$ cat config.mk
export PLATFORM = sky130hd
export DESIGN_NAME = axi4_lite_cmd_mst_flat
export DESIGN_NICKNAME = d
export VERILOG_FILES = /design/src/rtl/axi4_lite_cmd_mst_pkg.sv /design/src/rtl/axi4_lite_if.sv /design/src/rtl/axi4_lite_cmd_mst.sv /design/src/flat_wrapper.sv
export SDC_FILE = /design/constraint.sdc
export NUM_CORES = 1
export LEC_CHECK = 0
export BUFFER_PORTS_ARGS = -buffer_cell sky130_fd_sc_hd__buf_2
export CAP_MARGIN = 20
export CORE_ASPECT_RATIO = 0.7
export CORE_MARGIN = 8
export CORE_UTILIZATION = 40
export CTS_BUF_LIST = sky130_fd_sc_hd__clkbuf_8
export DETAILED_ROUTE_END_ITERATION = 12
export PLACE_DENSITY = 0.68
export SETUP_SLACK_MARGIN = 0.4
export SLEW_MARGIN = 20
export SYNTH_ARGS = -nofsm -noshare
export SYNTH_HDL_FRONTEND = slang
export SYNTH_SLANG_ARGS = --single-unit
$ cat constraint.sdc
create_clock -name i_clk -period 7.5 [get_ports i_clk]
set_input_delay 0.75 -clock i_clk [delete_from_list [all_inputs] [get_ports i_clk]]
set_output_delay 0.75 -clock i_clk [all_outputs]
set_load 0.005 [all_outputs]
$ cat src/rtl/axi4_lite_cmd_mst_pkg.sv
// Shared types and constants for the AXI4-Lite command master.
package axi4_lite_cmd_mst_pkg;

  localparam int unsigned STATE_BIT_WIDTH = 3;
  localparam int unsigned RESP_BIT_WIDTH  = 2;

  typedef enum logic [STATE_BIT_WIDTH-1:0] {
    ST_IDLE  = 3'd0,
    ST_WR    = 3'd1,
    ST_WR_B  = 3'd2,
    ST_RD_AR = 3'd3,
    ST_RD_R  = 3'd4,
    ST_RSP   = 3'd5
  } state_t;

  localparam logic [RESP_BIT_WIDTH-1:0] RESP_OKAY   = 2'b00;
  localparam logic [RESP_BIT_WIDTH-1:0] RESP_EXOKAY = 2'b01;
  localparam logic [RESP_BIT_WIDTH-1:0] RESP_SLVERR = 2'b10;
  localparam logic [RESP_BIT_WIDTH-1:0] RESP_DECERR = 2'b11;

endpackage

$ cat src/rtl/axi4_lite_if.sv
// AXI4-Lite bundle with master and slave views.
interface axi4_lite_if #(
  parameter int unsigned ADDR_BIT_WIDTH = 32,
  parameter int unsigned DATA_BIT_WIDTH = 32
);

  localparam int unsigned STRB_BIT_WIDTH = DATA_BIT_WIDTH / 8;

  logic                      awvalid;
  logic                      awready;
  logic [ADDR_BIT_WIDTH-1:0] awaddr;
  logic [2:0]                awprot;
  logic                      wvalid;
  logic                      wready;
  logic [DATA_BIT_WIDTH-1:0] wdata;
  logic [STRB_BIT_WIDTH-1:0] wstrb;
  logic                      bvalid;
  logic                      bready;
  logic [1:0]                bresp;
  logic                      arvalid;
  logic                      arready;
  logic [ADDR_BIT_WIDTH-1:0] araddr;
  logic [2:0]                arprot;
  logic                      rvalid;
  logic                      rready;
  logic [DATA_BIT_WIDTH-1:0] rdata;
  logic [1:0]                rresp;

  modport mst_port (
    output awvalid, awaddr, awprot, wvalid, wdata, wstrb, bready,
    output arvalid, araddr, arprot, rready,
    input  awready, wready, bvalid, bresp, arready, rvalid, rdata, rresp
  );

  modport slv_port (
    input  awvalid, awaddr, awprot, wvalid, wdata, wstrb, bready,
    input  arvalid, araddr, arprot, rready,
    output awready, wready, bvalid, bresp, arready, rvalid, rdata, rresp
  );

endinterface

$ cat src/rtl/axi4_lite_cmd_mst.sv
// Single-outstanding command/response front end that issues AXI4-Lite reads and writes
// and reports the captured response and handshake latency.
module axi4_lite_cmd_mst
  import axi4_lite_cmd_mst_pkg::*;
#(
  parameter int unsigned ADDR_BIT_WIDTH    = 32,
  parameter int unsigned DATA_BIT_WIDTH    = 32,
  parameter int unsigned LAT_CNT_BIT_WIDTH = 16
) (
  input  logic                           i_clk,
  input  logic                           i_async_rst,
  input  logic                           i_cmd_valid,
  output logic                           o_cmd_ready,
  input  logic                           i_cmd_is_wr,
  input  logic [ADDR_BIT_WIDTH-1:0]      i_cmd_addr,
  input  logic [DATA_BIT_WIDTH-1:0]      i_cmd_wr_data,
  input  logic [DATA_BIT_WIDTH/8-1:0]    i_cmd_wr_strb,
  output logic                           o_rsp_valid,
  input  logic                           i_rsp_ready,
  output logic                           o_rsp_is_wr,
  output logic [DATA_BIT_WIDTH-1:0]      o_rsp_rd_data,
  output logic [RESP_BIT_WIDTH-1:0]      o_rsp_resp,
  output logic [LAT_CNT_BIT_WIDTH-1:0]   o_rsp_latency,
  axi4_lite_if.mst_port                  if_m_axi4_lite
);

  localparam int unsigned STRB_BIT_WIDTH = DATA_BIT_WIDTH / 8;

  // Only 32- and 64-bit data buses are supported.
  if (!(DATA_BIT_WIDTH == 32 || DATA_BIT_WIDTH == 64)) begin : g_bad_data_width
    $error("axi4_lite_cmd_mst: DATA_BIT_WIDTH must be 32 or 64");
  end

  typedef struct packed {
    logic                      is_wr;
    logic [ADDR_BIT_WIDTH-1:0] addr;
    logic [DATA_BIT_WIDTH-1:0] wr_data;
    logic [STRB_BIT_WIDTH-1:0] wr_strb;
  } cmd_t;

  state_t                       state_q;
  cmd_t                         cmd_q;
  logic                         awvalid_q;
  logic                         wvalid_q;
  logic                         arvalid_q;
  logic                         bready_q;
  logic                         rready_q;
  logic                         aw_done_q;
  logic                         w_done_q;
  logic [LAT_CNT_BIT_WIDTH-1:0] lat_q;
  logic                         rsp_valid_q;
  logic                         rsp_is_wr_q;
  logic [DATA_BIT_WIDTH-1:0]    rsp_rd_data_q;
  logic [RESP_BIT_WIDTH-1:0]    rsp_resp_q;
  logic [LAT_CNT_BIT_WIDTH-1:0] rsp_latency_q;

  logic                         aw_hs_c;
  logic                         w_hs_c;
  logic                         b_hs_c;
  logic                         ar_hs_c;
  logic                         r_hs_c;
  logic [LAT_CNT_BIT_WIDTH-1:0] lat_inc_c;

  assign aw_hs_c   = awvalid_q & if_m_axi4_lite.awready;
  assign w_hs_c    = wvalid_q  & if_m_axi4_lite.wready;
  assign b_hs_c    = bready_q  & if_m_axi4_lite.bvalid;
  assign ar_hs_c   = arvalid_q & if_m_axi4_lite.arready;
  assign r_hs_c    = rready_q  & if_m_axi4_lite.rvalid;
  // Latency value including the current cycle; the B/R capture takes this one.
  assign lat_inc_c = (&lat_q) ? lat_q : lat_q + LAT_CNT_BIT_WIDTH'(1);

  always_ff @(posedge i_clk or posedge i_async_rst) begin
    if (i_async_rst) begin
      state_q       <= ST_IDLE;
      cmd_q         <= '0;
      awvalid_q     <= 1'b0;
      wvalid_q      <= 1'b0;
      arvalid_q     <= 1'b0;
      bready_q      <= 1'b0;
      rready_q      <= 1'b0;
      aw_done_q     <= 1'b0;
      w_done_q      <= 1'b0;
      lat_q         <= '0;
      rsp_valid_q   <= 1'b0;
      rsp_is_wr_q   <= 1'b0;
      rsp_rd_data_q <= '0;
      rsp_resp_q    <= RESP_OKAY;
      rsp_latency_q <= '0;
    end else begin
      case (state_q)
        ST_IDLE: begin
          if (i_cmd_valid) begin
            cmd_q     <= '{is_wr:   i_cmd_is_wr,
                           addr:    i_cmd_addr,
                           wr_data: i_cmd_wr_data,
                           wr_strb: i_cmd_wr_strb};
            lat_q     <= LAT_CNT_BIT_WIDTH'(1);
            aw_done_q <= 1'b0;
            w_done_q  <= 1'b0;
            if (i_cmd_is_wr) begin
              awvalid_q <= 1'b1;
              wvalid_q  <= 1'b1;
              state_q   <= ST_WR;
            end else begin
              arvalid_q <= 1'b1;
              state_q   <= ST_RD_AR;
            end
          end
        end

        // AW and W complete independently, in either order or together.
        ST_WR: begin
          lat_q <= lat_inc_c;
          if (aw_hs_c) begin
            awvalid_q <= 1'b0;
            aw_done_q <= 1'b1;
          end
          if (w_hs_c) begin
            wvalid_q <= 1'b0;
            w_done_q <= 1'b1;
          end
          if ((aw_done_q | aw_hs_c) && (w_done_q | w_hs_c)) begin
            bready_q <= 1'b1;
            state_q  <= ST_WR_B;
          end
        end

        ST_WR_B: begin
          lat_q <= lat_inc_c;
          if (b_hs_c) begin
            bready_q      <= 1'b0;
            rsp_valid_q   <= 1'b1;
            rsp_is_wr_q   <= cmd_q.is_wr;
            rsp_rd_data_q <= '0;
            rsp_resp_q    <= if_m_axi4_lite.bresp;
            rsp_latency_q <= lat_inc_c;
            state_q       <= ST_RSP;
          end
        end

        ST_RD_AR: begin
          lat_q <= lat_inc_c;
          if (ar_hs_c) begin
            arvalid_q <= 1'b0;
            rready_q  <= 1'b1;
            state_q   <= ST_RD_R;
          end
        end

        ST_RD_R: begin
          lat_q <= lat_inc_c;
          if (r_hs_c) begin
            rready_q      <= 1'b0;
            rsp_valid_q   <= 1'b1;
            rsp_is_wr_q   <= cmd_q.is_wr;
            rsp_rd_data_q <= if_m_axi4_lite.rdata;
            rsp_resp_q    <= if_m_axi4_lite.rresp;
            rsp_latency_q <= lat_inc_c;
            state_q       <= ST_RSP;
          end
        end

        ST_RSP: begin
          if (i_rsp_ready) begin
            rsp_valid_q <= 1'b0;
            state_q     <= ST_IDLE;
          end
        end

        default: state_q <= ST_IDLE;
      endcase
    end
  end

  // Ready decodes state only, so it reacts to reset without a clock edge.
  assign o_cmd_ready   = (state_q == ST_IDLE);
  assign o_rsp_valid   = rsp_valid_q;
  assign o_rsp_is_wr   = rsp_is_wr_q;
  assign o_rsp_rd_data = rsp_rd_data_q;
  assign o_rsp_resp    = rsp_resp_q;
  assign o_rsp_latency = rsp_latency_q;

  assign if_m_axi4_lite.awvalid = awvalid_q;
  assign if_m_axi4_lite.awaddr  = cmd_q.addr;
  assign if_m_axi4_lite.awprot  = 3'b000;
  assign if_m_axi4_lite.wvalid  = wvalid_q;
  assign if_m_axi4_lite.wdata   = cmd_q.wr_data;
  assign if_m_axi4_lite.wstrb   = cmd_q.wr_strb;
  assign if_m_axi4_lite.bready  = bready_q;
  assign if_m_axi4_lite.arvalid = arvalid_q;
  assign if_m_axi4_lite.araddr  = cmd_q.addr;
  assign if_m_axi4_lite.arprot  = 3'b000;
  assign if_m_axi4_lite.rready  = rready_q;

endmodule

$ cat src/flat_wrapper.sv
// flat-port wrapper written by rule: the top's interface ports become plain ports
module axi4_lite_cmd_mst_flat import axi4_lite_cmd_mst_pkg::*;
#(
  parameter int unsigned ADDR_BIT_WIDTH    = 32,
  parameter int unsigned DATA_BIT_WIDTH    = 32,
  parameter int unsigned LAT_CNT_BIT_WIDTH = 16
)
  (i_clk, i_async_rst, i_cmd_valid, o_cmd_ready, i_cmd_is_wr, i_cmd_addr, i_cmd_wr_data, i_cmd_wr_strb, o_rsp_valid, i_rsp_ready, o_rsp_is_wr, o_rsp_rd_data, o_rsp_resp, o_rsp_latency, if_m_axi4_lite_awvalid, if_m_axi4_lite_awaddr, if_m_axi4_lite_awprot, if_m_axi4_lite_wvalid, if_m_axi4_lite_wdata, if_m_axi4_lite_wstrb, if_m_axi4_lite_bready, if_m_axi4_lite_arvalid, if_m_axi4_lite_araddr, if_m_axi4_lite_arprot, if_m_axi4_lite_rready, if_m_axi4_lite_awready, if_m_axi4_lite_wready, if_m_axi4_lite_bvalid, if_m_axi4_lite_bresp, if_m_axi4_lite_arready, if_m_axi4_lite_rvalid, if_m_axi4_lite_rdata, if_m_axi4_lite_rresp);
  axi4_lite_if #(.ADDR_BIT_WIDTH(ADDR_BIT_WIDTH), .DATA_BIT_WIDTH(DATA_BIT_WIDTH)) if_m_axi4_lite_i ();
  input  logic i_clk;
  input  logic i_async_rst;
  input  logic i_cmd_valid;
  output logic o_cmd_ready;
  input  logic i_cmd_is_wr;
  input  logic [ADDR_BIT_WIDTH-1:0] i_cmd_addr;
  input  logic [DATA_BIT_WIDTH-1:0] i_cmd_wr_data;
  input  logic [DATA_BIT_WIDTH/8-1:0] i_cmd_wr_strb;
  output logic o_rsp_valid;
  input  logic i_rsp_ready;
  output logic o_rsp_is_wr;
  output logic [DATA_BIT_WIDTH-1:0] o_rsp_rd_data;
  output logic [RESP_BIT_WIDTH-1:0] o_rsp_resp;
  output logic [LAT_CNT_BIT_WIDTH-1:0] o_rsp_latency;
  output wire logic [$bits(if_m_axi4_lite_i.awvalid)-1:0] if_m_axi4_lite_awvalid;
  output wire logic [$bits(if_m_axi4_lite_i.awaddr)-1:0] if_m_axi4_lite_awaddr;
  output wire logic [$bits(if_m_axi4_lite_i.awprot)-1:0] if_m_axi4_lite_awprot;
  output wire logic [$bits(if_m_axi4_lite_i.wvalid)-1:0] if_m_axi4_lite_wvalid;
  output wire logic [$bits(if_m_axi4_lite_i.wdata)-1:0] if_m_axi4_lite_wdata;
  output wire logic [$bits(if_m_axi4_lite_i.wstrb)-1:0] if_m_axi4_lite_wstrb;
  output wire logic [$bits(if_m_axi4_lite_i.bready)-1:0] if_m_axi4_lite_bready;
  output wire logic [$bits(if_m_axi4_lite_i.arvalid)-1:0] if_m_axi4_lite_arvalid;
  output wire logic [$bits(if_m_axi4_lite_i.araddr)-1:0] if_m_axi4_lite_araddr;
  output wire logic [$bits(if_m_axi4_lite_i.arprot)-1:0] if_m_axi4_lite_arprot;
  output wire logic [$bits(if_m_axi4_lite_i.rready)-1:0] if_m_axi4_lite_rready;
  input wire logic [$bits(if_m_axi4_lite_i.awready)-1:0] if_m_axi4_lite_awready;
  input wire logic [$bits(if_m_axi4_lite_i.wready)-1:0] if_m_axi4_lite_wready;
  input wire logic [$bits(if_m_axi4_lite_i.bvalid)-1:0] if_m_axi4_lite_bvalid;
  input wire logic [$bits(if_m_axi4_lite_i.bresp)-1:0] if_m_axi4_lite_bresp;
  input wire logic [$bits(if_m_axi4_lite_i.arready)-1:0] if_m_axi4_lite_arready;
  input wire logic [$bits(if_m_axi4_lite_i.rvalid)-1:0] if_m_axi4_lite_rvalid;
  input wire logic [$bits(if_m_axi4_lite_i.rdata)-1:0] if_m_axi4_lite_rdata;
  input wire logic [$bits(if_m_axi4_lite_i.rresp)-1:0] if_m_axi4_lite_rresp;
  assign if_m_axi4_lite_awvalid = if_m_axi4_lite_i.awvalid;
  assign if_m_axi4_lite_awaddr = if_m_axi4_lite_i.awaddr;
  assign if_m_axi4_lite_awprot = if_m_axi4_lite_i.awprot;
  assign if_m_axi4_lite_wvalid = if_m_axi4_lite_i.wvalid;
  assign if_m_axi4_lite_wdata = if_m_axi4_lite_i.wdata;
  assign if_m_axi4_lite_wstrb = if_m_axi4_lite_i.wstrb;
  assign if_m_axi4_lite_bready = if_m_axi4_lite_i.bready;
  assign if_m_axi4_lite_arvalid = if_m_axi4_lite_i.arvalid;
  assign if_m_axi4_lite_araddr = if_m_axi4_lite_i.araddr;
  assign if_m_axi4_lite_arprot = if_m_axi4_lite_i.arprot;
  assign if_m_axi4_lite_rready = if_m_axi4_lite_i.rready;
  assign if_m_axi4_lite_i.awready = if_m_axi4_lite_awready;
  assign if_m_axi4_lite_i.wready = if_m_axi4_lite_wready;
  assign if_m_axi4_lite_i.bvalid = if_m_axi4_lite_bvalid;
  assign if_m_axi4_lite_i.bresp = if_m_axi4_lite_bresp;
  assign if_m_axi4_lite_i.arready = if_m_axi4_lite_arready;
  assign if_m_axi4_lite_i.rvalid = if_m_axi4_lite_rvalid;
  assign if_m_axi4_lite_i.rdata = if_m_axi4_lite_rdata;
  assign if_m_axi4_lite_i.rresp = if_m_axi4_lite_rresp;
  axi4_lite_cmd_mst #(.ADDR_BIT_WIDTH(ADDR_BIT_WIDTH), .DATA_BIT_WIDTH(DATA_BIT_WIDTH), .LAT_CNT_BIT_WIDTH(LAT_CNT_BIT_WIDTH)) u_core (.i_clk(i_clk), .i_async_rst(i_async_rst), .i_cmd_valid(i_cmd_valid), .o_cmd_ready(o_cmd_ready), .i_cmd_is_wr(i_cmd_is_wr), .i_cmd_addr(i_cmd_addr), .i_cmd_wr_data(i_cmd_wr_data), .i_cmd_wr_strb(i_cmd_wr_strb), .o_rsp_valid(o_rsp_valid), .i_rsp_ready(i_rsp_ready), .o_rsp_is_wr(o_rsp_is_wr), .o_rsp_rd_data(o_rsp_rd_data), .o_rsp_resp(o_rsp_resp), .o_rsp_latency(o_rsp_latency), .if_m_axi4_lite(if_m_axi4_lite_i));
endmodule
# [After elaboration in Yosys (flattened, before gate mapping)]
# Index checks and enable logic that the tools add are counted.
[word_totals] in_bits=114 reg_bits=147
[classes] n_addsub=1 n_eq_ne=15 n_reduce_logical=23 bitwise_logic=7 mux=48
[op_table] op="16-bit 2-to-1 mux" n=4
[op_table] op="32-bit 2-to-1 mux" n=2
[op_table] op="16-bit case mux with 2 select lines" n=2
[op_table] op="32-bit case mux with 2 select lines" n=1
[op_table] op="1-bit 2-to-1 mux" n=19
[op_table] op="3-bit 2-to-1 mux" n=6
[op_table] op="3-bit case mux with 6 select lines" n=1
[op_table] op="16-bit by 1-bit adder with 16-bit output, second input constant" n=1
[op_table] op="1-bit case mux with 2 select lines" n=8
[op_table] op="16-bit AND reduction" n=1
[op_table] op="4-bit AND reduction" n=4
[op_table] op="3-bit AND reduction" n=5
[op_table] op="2-bit by 1-bit != test with 1-bit output, second input constant" n=7
[op_table] op="2-bit nonzero test" n=6
[op_table] op="3-bit by 2-bit equality test with 1-bit output, second input constant" n=2
[op_table] op="3-bit equality test, second input constant" n=2
[op_table] op="2-bit 2-to-1 mux" n=3
[op_table] op="2-bit != test, second input constant" n=3
[op_table] op="6-bit AND reduction" n=1
[op_table] op="1-bit bitwise AND" n=5
[op_table] op="2-bit case mux with 2 select lines" n=1
[op_table] op="2-bit AND reduction" n=2
[op_table] op="4-bit OR reduction" n=1
[op_table] op="3-bit by 1-bit equality test with 1-bit output, second input constant" n=1
[op_table] op="5 further kinds" n=6

# [Longest topological paths before layout]
# Gate-level depths: netlist (run 1).
[depth] word_depth=5 mapped_depth=9 depth_no_buf=5

# [Worst setup path before layout (run 1)]
# OpenSTA, ideal clock, no wires.
[synth_timing] path_kind="reg-to-reg" startpoint="register u_core.lat_q[0]" endpoint="register u_core.lat_q[2]" period_less_slack_ns=1.911 n_path_buf=1 slack_ns=5.589 path_stages_with_launch=7 arrival_ns=1.829 cell_sequence="dfrtp_1 > ha_1 > nand4_2 > or4_4 > buf_6 > a21o_1 > a31oi_1"
[synth_via] elab_chain_len=3 word_cells_on_any_way=4
[synth_rtl] element="from (decl)" line="axi4_lite_cmd_mst.sv:50" text="logic [LAT_CNT_BIT_WIDTH-1:0] lat_q;"
[synth_rtl] element="from (signal assigned)" line="axi4_lite_cmd_mst.sv:113" text="lat_q <= lat_inc_c;"
[synth_rtl] element="from (signal assigned)" line="axi4_lite_cmd_mst.sv:129" text="lat_q <= lat_inc_c;"
[synth_rtl] element="from (signal assigned)" line="axi4_lite_cmd_mst.sv:142" text="lat_q <= lat_inc_c;"
[synth_rtl] element="16-bit by 1-bit adder with 16-bit output or 16-bit AND reduction (tied branches)" line="axi4_lite_cmd_mst.sv:70" text="assign lat_inc_c = (&lat_q) ? lat_q : lat_q + LAT_CNT_BIT_WIDTH'(1);"
[synth_rtl] element="16-bit 2-to-1 mux *" line="axi4_lite_cmd_mst.sv:70"
[synth_rtl] element="16-bit case mux with 2 select lines *" line="axi4_lite_cmd_mst.sv:90" text="case (state_q)"
# Mark *: on every way between the ends. The rest lies on a longest branch, timed or not.
# A chain may end at the register's enable or synchronous reset.

# [Final worst setup path (run 1)]
[layout_timing] startpoint="register u_core.state_q[0]" endpoint="output port o_cmd_ready"
[layout_via] elab_chain_len=1
[layout_rtl] element="from (decl)" line="axi4_lite_cmd_mst.sv:41" text="state_t state_q;"
[layout_rtl] element="from (signal assigned)" line="axi4_lite_cmd_mst.sv:74" text="state_q <= ST_IDLE;"
[layout_rtl] element="from (signal assigned)" line="axi4_lite_cmd_mst.sv:103" text="state_q <= ST_WR;"
[layout_rtl] element="from (signal assigned)" line="axi4_lite_cmd_mst.sv:106" text="state_q <= ST_RD_AR;"
[layout_rtl] element="3-bit logical NOT" line="axi4_lite_cmd_mst.sv:176" text="assign o_cmd_ready = (state_q == ST_IDLE);"
[layout_rtl] element="to (decl)" line="flat_wrapper.sv:13" text="output logic o_cmd_ready;"
# No other way between the ends.

==> flow_metrics.env, run 1 <==
export IMPL_outcome="finished clean"
export IMPL_switchingPower_mw=1.22
export IMPL_syn_mean_instance_area_um2=8.72
export IMPL_synth_seq_cells=147
export IMPL_async_flop_share=1.00
export IMPL_power_total_mw=3.03
export IMPL_rr_worst_depth=5
export IMPL_vias=5867
export IMPL_io_buffers=271
export IMPL_synth_compound_area_frac=0.0737
export IMPL_start_util=0.402
export IMPL_grt_overflow=0
export IMPL_end_kind="output pin"
export IMPL_synthSimpleGateAreaFrac=0.253
export IMPL_required_ns=6.75
export IMPL_finalCritPeriodShare=0.351
export IMPL_p_int_mw=1.81
export IMPL_rsz0062_at_grt="no"
export IMPL_instances_no_fill=1224
export IMPL_hold_ws_ns=0.358
export IMPL_synth_xor_area_frac=0.00737
export IMPL_grt_pass1_wl_um=29600
export IMPL_ctsHoldBuffers=0
export IMPL_leakage_nw=4.64
export IMPL_clk_latency_ns=0.45
export IMPL_final_antenna_net_count=0
export IMPL_critPathSlowestCell="dfrtp_1"
export IMPL_synth_top_family_by_area="simple AND/OR/NAND/NOR gates"
export IMPL_tns_ns=0
export IMPL_clkTransAtPathRegs_ns=0.10
export IMPL_swShare=0.403
export IMPL_hold_viol_final=0
export IMPL_area_growth_pct=16.4
export IMPL_start_kind="register"
export IMPL_path_max_fanout=19
export IMPL_drtPass1Iterations=5
export IMPL_fmax_mhz=380
export IMPL_yosys_area_share_adder=0.00175
export IMPL_ioPinCount=278
export IMPL_grt_pass1_vias=5672
export IMPL_maxCapViolCount=0
export IMPL_dp_slack_ns=5.07
export IMPL_fp_coreArea_um2=17700
export IMPL_drt_iter0_markers=529
export IMPL_min_path_type="in2async"
export IMPL_cp_arrival_ns=1.88
export IMPL_grt_start_max_net_pins=77
export IMPL_synth_edf_count=0
export IMPL_synthMuxAreaShare=0.00719
export IMPL_dp_cells=1191
export IMPL_setup_ws_ns=4.87
export IMPL_viasPerCell=4.79
export IMPL_die_y_um=128
export IMPL_synthCells=818
export IMPL_cts_buffers=17
export IMPL_seqPwrFrac=0.436
export IMPL_hpwl_um=13600
export IMPL_die_w_um=176
export IMPL_drc=0
export IMPL_gp_congestion=0.806
export IMPL_synth_cell_type_count=53
export IMPL_synthFlopType="dfrtp_1"
export IMPL_track_usage=0.163
export IMPL_ir_worst_vdd_v=0.000145
export IMPL_antenna_cells=0
export IMPL_slowest_delay_ns=0.62
export IMPL_ys_warn_count=0
export IMPL_clock_skew_final_ns=0.00917
export IMPL_cts_sinks=147
export IMPL_worst_pin_slew_ns=1.05
export IMPL_clkPwrFrac=0.197
export IMPL_yosysSeqAreaShare=0.516
export IMPL_path_class="reg2out"
export IMPL_die_area_um2=22400
export IMPL_drive_above_1_share=0.329
export IMPL_syn_cell_area_um2=7130
export IMPL_powerDensity_nw_per_um2=364
export IMPL_setup_viol=0
export IMPL_ctsResizeCount=0
export IMPL_cts_setup_buffers=0
export IMPL_slew_violations=0
export IMPL_cts_path_max_buffers=2
export IMPL_slew_headroom=0.295
export IMPL_cts_root_buf="clkbuf_8"
export IMPL_rows=41
export IMPL_worstPathCellList="or3_1 -> inv_1 -> buf_2"
export IMPL_routedWlPerCell_um=15.3
export IMPL_htreeDepth=4
export IMPL_wl_um=18800
export IMPL_grt_antenna_before_repair=1
export IMPL_comb_power_share=0.367
export IMPL_cts_tree="done"
export IMPL_period_needed_ns=2.63
export IMPL_nNetsFinal=1090
==> worst paths after layout <==
kind	from	endpoint	slack, ns
worst min-delay path	i_async_rst	u_core.o_rsp_rd_data[5]	0.36
worst max register to register	u_core.state_q[0]	u_core.lat_q[5]	5.08
max in group asynchronous	i_async_rst	u_core.o_rsp_rd_data[24]	5.99
min in group i_clk	u_core.o_rsp_rd_data[3]	u_core.o_rsp_rd_data[3]	0.47
worst max-delay path	u_core.state_q[0]	o_cmd_ready	4.87
worst min register to register	u_core.o_rsp_rd_data[3]	u_core.o_rsp_rd_data[3]	0.47
==> cell usage in the layout (no fill, tap or decap), drive strengths merged, types with 4 or more instances in the layout <==
cell	count
nor4	7
o31ai	5
clkinv	4
dfrtp	147
nand2	318
inv	17
nand3	39
a31oi	11
nand4	6
a21oi	20
nor2	22
buf	278
nor3	5
o21ai	28
clkbuf	17
xnor2	6
or3	5
mux2i	4
conb	6
==> layer usage <==
layer | up-vias | part of all wire | routed length, µm | GRT usage
li1 | 2876 | - | - | -
met1 | 2747 | 0.45 | 8460 | 0.214
met2 | 224 | 0.45 | 8470 | 0.252
met3 | 18 | 0.086 | 1610 | 0.0571
met4 | 2 | 0.011 | 210 | 0.0432
met5 | - | 0.00069 | 13 | 0
==> logic make-up after synthesis <==
group / after synthesis
AO/OA/AOI/OAI: 85
other: 1
buffers and inverters: 153
adder cells (fa/ha/maj): 1
flip-flops: 147
multiplexers: 5
XOR/XNOR: 6
AND/OR/NAND/NOR: 420
==> worst max-delay path: cells and delay by family, from the launching register on <==
kind	cells	cell delay (ns)
simple gates	1	0.51
buf+inv	2	0.30
flops	1	0.62
==> metrics by stage <==
| step | area (µm²) | utilization |
|---|---|---|
| finish | 8310 | 0.468 |
| floorplan | 7150 | - |
| global route | 8310 | 0.468 |
| detailed placement | 7900 | 0.445 |
| CTS | 8280 | 0.466 |
| global placement | 7900 | 0.445 |
==> power groups by stage <==
| stage | Combinational, mW | Sequential (mW) | Clock, mW |
|---|---|---|---|
| 2_1_floorplan | 0.956 | 1.27 | 0 |
| 3_3_place_gp | 1.12 | 1.32 | 0 |
| 3_5_place_dp | 1.14 | 1.34 | 0 |
| 4_1_cts | 1.14 | 1.32 | 0.619 |
| 5_1_grt | 1.26 | 1.37 | 0.649 |
| 6_report | 1.11 | 1.32 | 0.597 |
==> state kept, by name, summed over array words and instances, names as in the netlist, 2 cells and up <==
register and count:
u_core.if_m_axi4_lite.araddr 32, u_core.state_q 3, u_core.lat_q 16, u_core.if_m_axi4_lite.wstrb 4
u_core.if_m_axi4_lite.wdata 32, u_core.o_rsp_latency 16, u_core.o_rsp_resp 2, u_core.o_rsp_rd_data 32
==> layout make-up <==
type                            instances  area [µm²]
Multi-Input combinational cell        523        2490
Inverter                                8        35.0
Clock inverter                         15         143
Timing Repair Buffer                  278        1430
Fill cell                            1757        9440
Clock buffer                           17         234
Tap cell                              236         295
Sequential cell                       147        3680
==> cell usage after synthesis, types with 4 or more instances <==
library cell	count	share of area
inv_1	8	0.0042
dfrtp_1	147	0.52
buf_4	108	0.11
xnor2_1	6	0.0074
a21oi_1	20	0.014
or3_1	4	0.0035
nor2_1	22	0.012
o21ai_0	26	0.018
buf_2	14	0.0098
a31oi_1	11	0.0096
nand2_1	318	0.17
nand4_1	4	0.0035
mux2i_1	4	0.0056
nand3_1	38	0.027
o31ai_1	5	0.0053
clkbuf_1	20	0.011
nor3_1	5	0.0035
nor4_1	6	0.0053
(Power assumes the default switching activity.)
==> run 2, diff against run 1 <==
--- a/config.mk
+++ b/config.mk
@@ -12,7 +12,7 @@
 export CORE_UTILIZATION = 40
 export CTS_BUF_LIST = sky130_fd_sc_hd__clkbuf_8
 export DETAILED_ROUTE_END_ITERATION = 12
-export PLACE_DENSITY = 0.68
+export PLACE_DENSITY = 0.7
 export SETUP_SLACK_MARGIN = 0.4
 export SLEW_MARGIN = 20
 export SYNTH_ARGS = -nofsm -noshare
==> constraint.sdc (replaced) <==
create_clock -name i_clk -period 2.4 [get_ports i_clk]
set_input_delay 0.24 -clock i_clk [delete_from_list [all_inputs] [get_ports i_clk]]
set_output_delay 0.24 -clock i_clk [all_outputs]
set_load 0.005 [all_outputs]
==> flow_metrics.env, run 2 (synthesis gave the netlist of run 1 again) <==
export IMPL_outcome="finished clean"
export IMPL_power_total_mw=9.85
export IMPL_rr_worst_depth=4
export IMPL_viasPerCell=4.79
export IMPL_drtPass1Iterations=5
export IMPL_final_common_cell="nand2_1"
export IMPL_instances_no_fill=1332
export IMPL_fmax_mhz=518
export IMPL_drive_above_1_share=0.308
export IMPL_clock_skew_final_ns=0.0234
export IMPL_die_w_um=176
export IMPL_rsz0062_at_grt="no"
export IMPL_r2r_end="u_core.lat_q[9]"
export IMPL_grt_pass1_wl_um=33400
export IMPL_clk_latency_ns=0.46
export IMPL_rr_startpoint="u_core.lat_q[5]"
export IMPL_slew_headroom=0.472
export IMPL_seqPwrFrac=0.416
export IMPL_hpwl_um=13900
export IMPL_comb_power_share=0.393
export IMPL_setup_viol=0
export IMPL_clkPwrFrac=0.191
export IMPL_ioPinCount=278
export IMPL_cts_setup_buffers=0
export IMPL_final_antenna_net_count=0
export IMPL_powerDensity_nw_per_um2=1040
export IMPL_clkTransAtPathRegs_ns=0.08
export IMPL_postLayoutCoreUtil=0.531
export IMPL_cts_path_max_buffers=2
export IMPL_area_growth_pct=32.2
export IMPL_hold_viol_final=0
export IMPL_gp_congestion=0.820
export IMPL_grt_overflow=0
export IMPL_vias=6385
export IMPL_fp_coreArea_um2=17700
export IMPL_min_path_type="in2async"
export IMPL_cp_arrival_ns=2.32
export IMPL_die_y_um=128
export IMPL_slew_violations=0
export IMPL_tns_ns=0
export IMPL_finalCritPeriodShare=0.805
export IMPL_start_util=0.402
export IMPL_swShare=0.388
export IMPL_cts_sinks=147
export IMPL_path_class="reg2reg"
export IMPL_cts_root_buf="clkbuf_8"
export IMPL_die_area_um2=22400
export IMPL_layout_common_cells="nand2_1, buf_2, dfrtp_1, dlygate4sd3_1, nand3_1"
export IMPL_grt_antenna_before_repair=3
export IMPL_nNetsFinal=1197
export IMPL_cts_tree="done"
export IMPL_end_kind="register"
export IMPL_track_usage=0.183
export IMPL_path_max_fanout=10
export IMPL_switchingPower_mw=3.82
export IMPL_routedWlPerCell_um=15.7
export IMPL_ff2ff_setup_slack_ns=0.47
export IMPL_rows=41
export IMPL_ir_worst_vdd_v=0.000446
export IMPL_grt_start_max_net_pins=148
export IMPL_htreeDepth=4
export IMPL_p_int_mw=6.03
export IMPL_start_kind="register"
export IMPL_period_needed_ns=1.93
export IMPL_dp_cells=1199
export IMPL_drc=0
export IMPL_grt_pass1_vias=6322
export IMPL_leakage_nw=5.10
export IMPL_required_ns=2.79
export IMPL_maxCapViolCount=0
export IMPL_wl_um=20900
export IMPL_worst_pin_slew_ns=0.792
export IMPL_io_buffers=271
export IMPL_drt_iter0_markers=536
export IMPL_cts_buffers=17
==> run 2: cell types whose count changed in the layout (fill, tap and decap cells not counted), moves of 4 or more <==
| cell | change |
|---|---|
| dlygate4sd3_1 | +100 |
| inv_6 | -5 |
| buf_4 | +4 |
| buf_12 | +4 |
| inv_8 | -4 |
==> run 2: power by group through the flow <==
| stage | combinational [mW] | clock (mW) | sequential (mW) |
|---|---|---|---|
| after global routing | 4.34 | 2.04 | 4.24 |
| final | 3.87 | 1.88 | 4.10 |
| after CTS | 3.90 | 1.95 | 4.08 |
| after floorplan | 2.99 | 0 | 3.97 |
| after detailed placement | 3.74 | 0 | 4.11 |
| after global placement | 3.67 | 0 | 4.07 |
==> run 2: repair_timing <==
action / CTS / global route
setup endpoints to repair: 29 / 69
gates resized for setup: 4 / 6
endpoints found under the hold margin: 100 / 0
hold buffers: 100 / 0
==> run 2: worst max-delay path, stage by stage (launching register included) <==
cell     delay (ns)
dfrtp_1        0.54
nand4_4        0.25
or3_4          0.48
or4_1          0.49
nand3_1        0.10
==> run 2: metrics by stage <==
| step | instance area (µm²) | hold WS [ns] | setup WS (ns) |
|---|---|---|---|
| floorplan | 7160 | 0.345 | 0.313 |
| global placement | 8010 | 0.430 | 0.278 |
| detailed placement | 8010 | 0.433 | 0.226 |
| CTS | 9410 | 0.00815 | 0.397 |
| global route | 9430 | 0.0133 | 0.400 |
| finish | 9430 | 0.0402 | 0.469 |
==> run 2: layout make-up <==
| class | count | area (µm²) |
|---|---|---|
| diodes | 2 | 5.00 |
| multi-input cells | 523 | 2530 |
| repair buffers | 385 | 2510 |
| well taps | 236 | 295 |
| clock buffers | 17 | 234 |
| inverters | 8 | 33.8 |
| fillers | 1621 | 8320 |
| clock inverters | 14 | 141 |
| flip-flops and latches | 147 | 3680 |
==> run 2: worst max-delay path by stage <==
stage                            startpoint                      end  slack, ns
final                       u_core.lat_q[5]          u_core.lat_q[9]       0.47
after global routing       u_core.lat_q[13]  u_core.o_rsp_latency[2]       0.40
after CTS                 u_core.state_q[1]              o_cmd_ready       0.40
after detailed placement  u_core.state_q[1]          u_core.lat_q[5]       0.23
after global placement    u_core.state_q[1]          u_core.lat_q[5]       0.28
after floorplan                 i_async_rst         u_core.aw_done_q       0.31
==> run 2: layer usage <==
| layer | global-route usage | share of wire |
|---|---|---|
| met1 | 0.234 | 0.43 |
| met3 | 0.0553 | 0.075 |
| met4 | 0.0547 | 0.017 |
| met2 | 0.295 | 0.48 |
| met5 | 0 | 0.00062 |
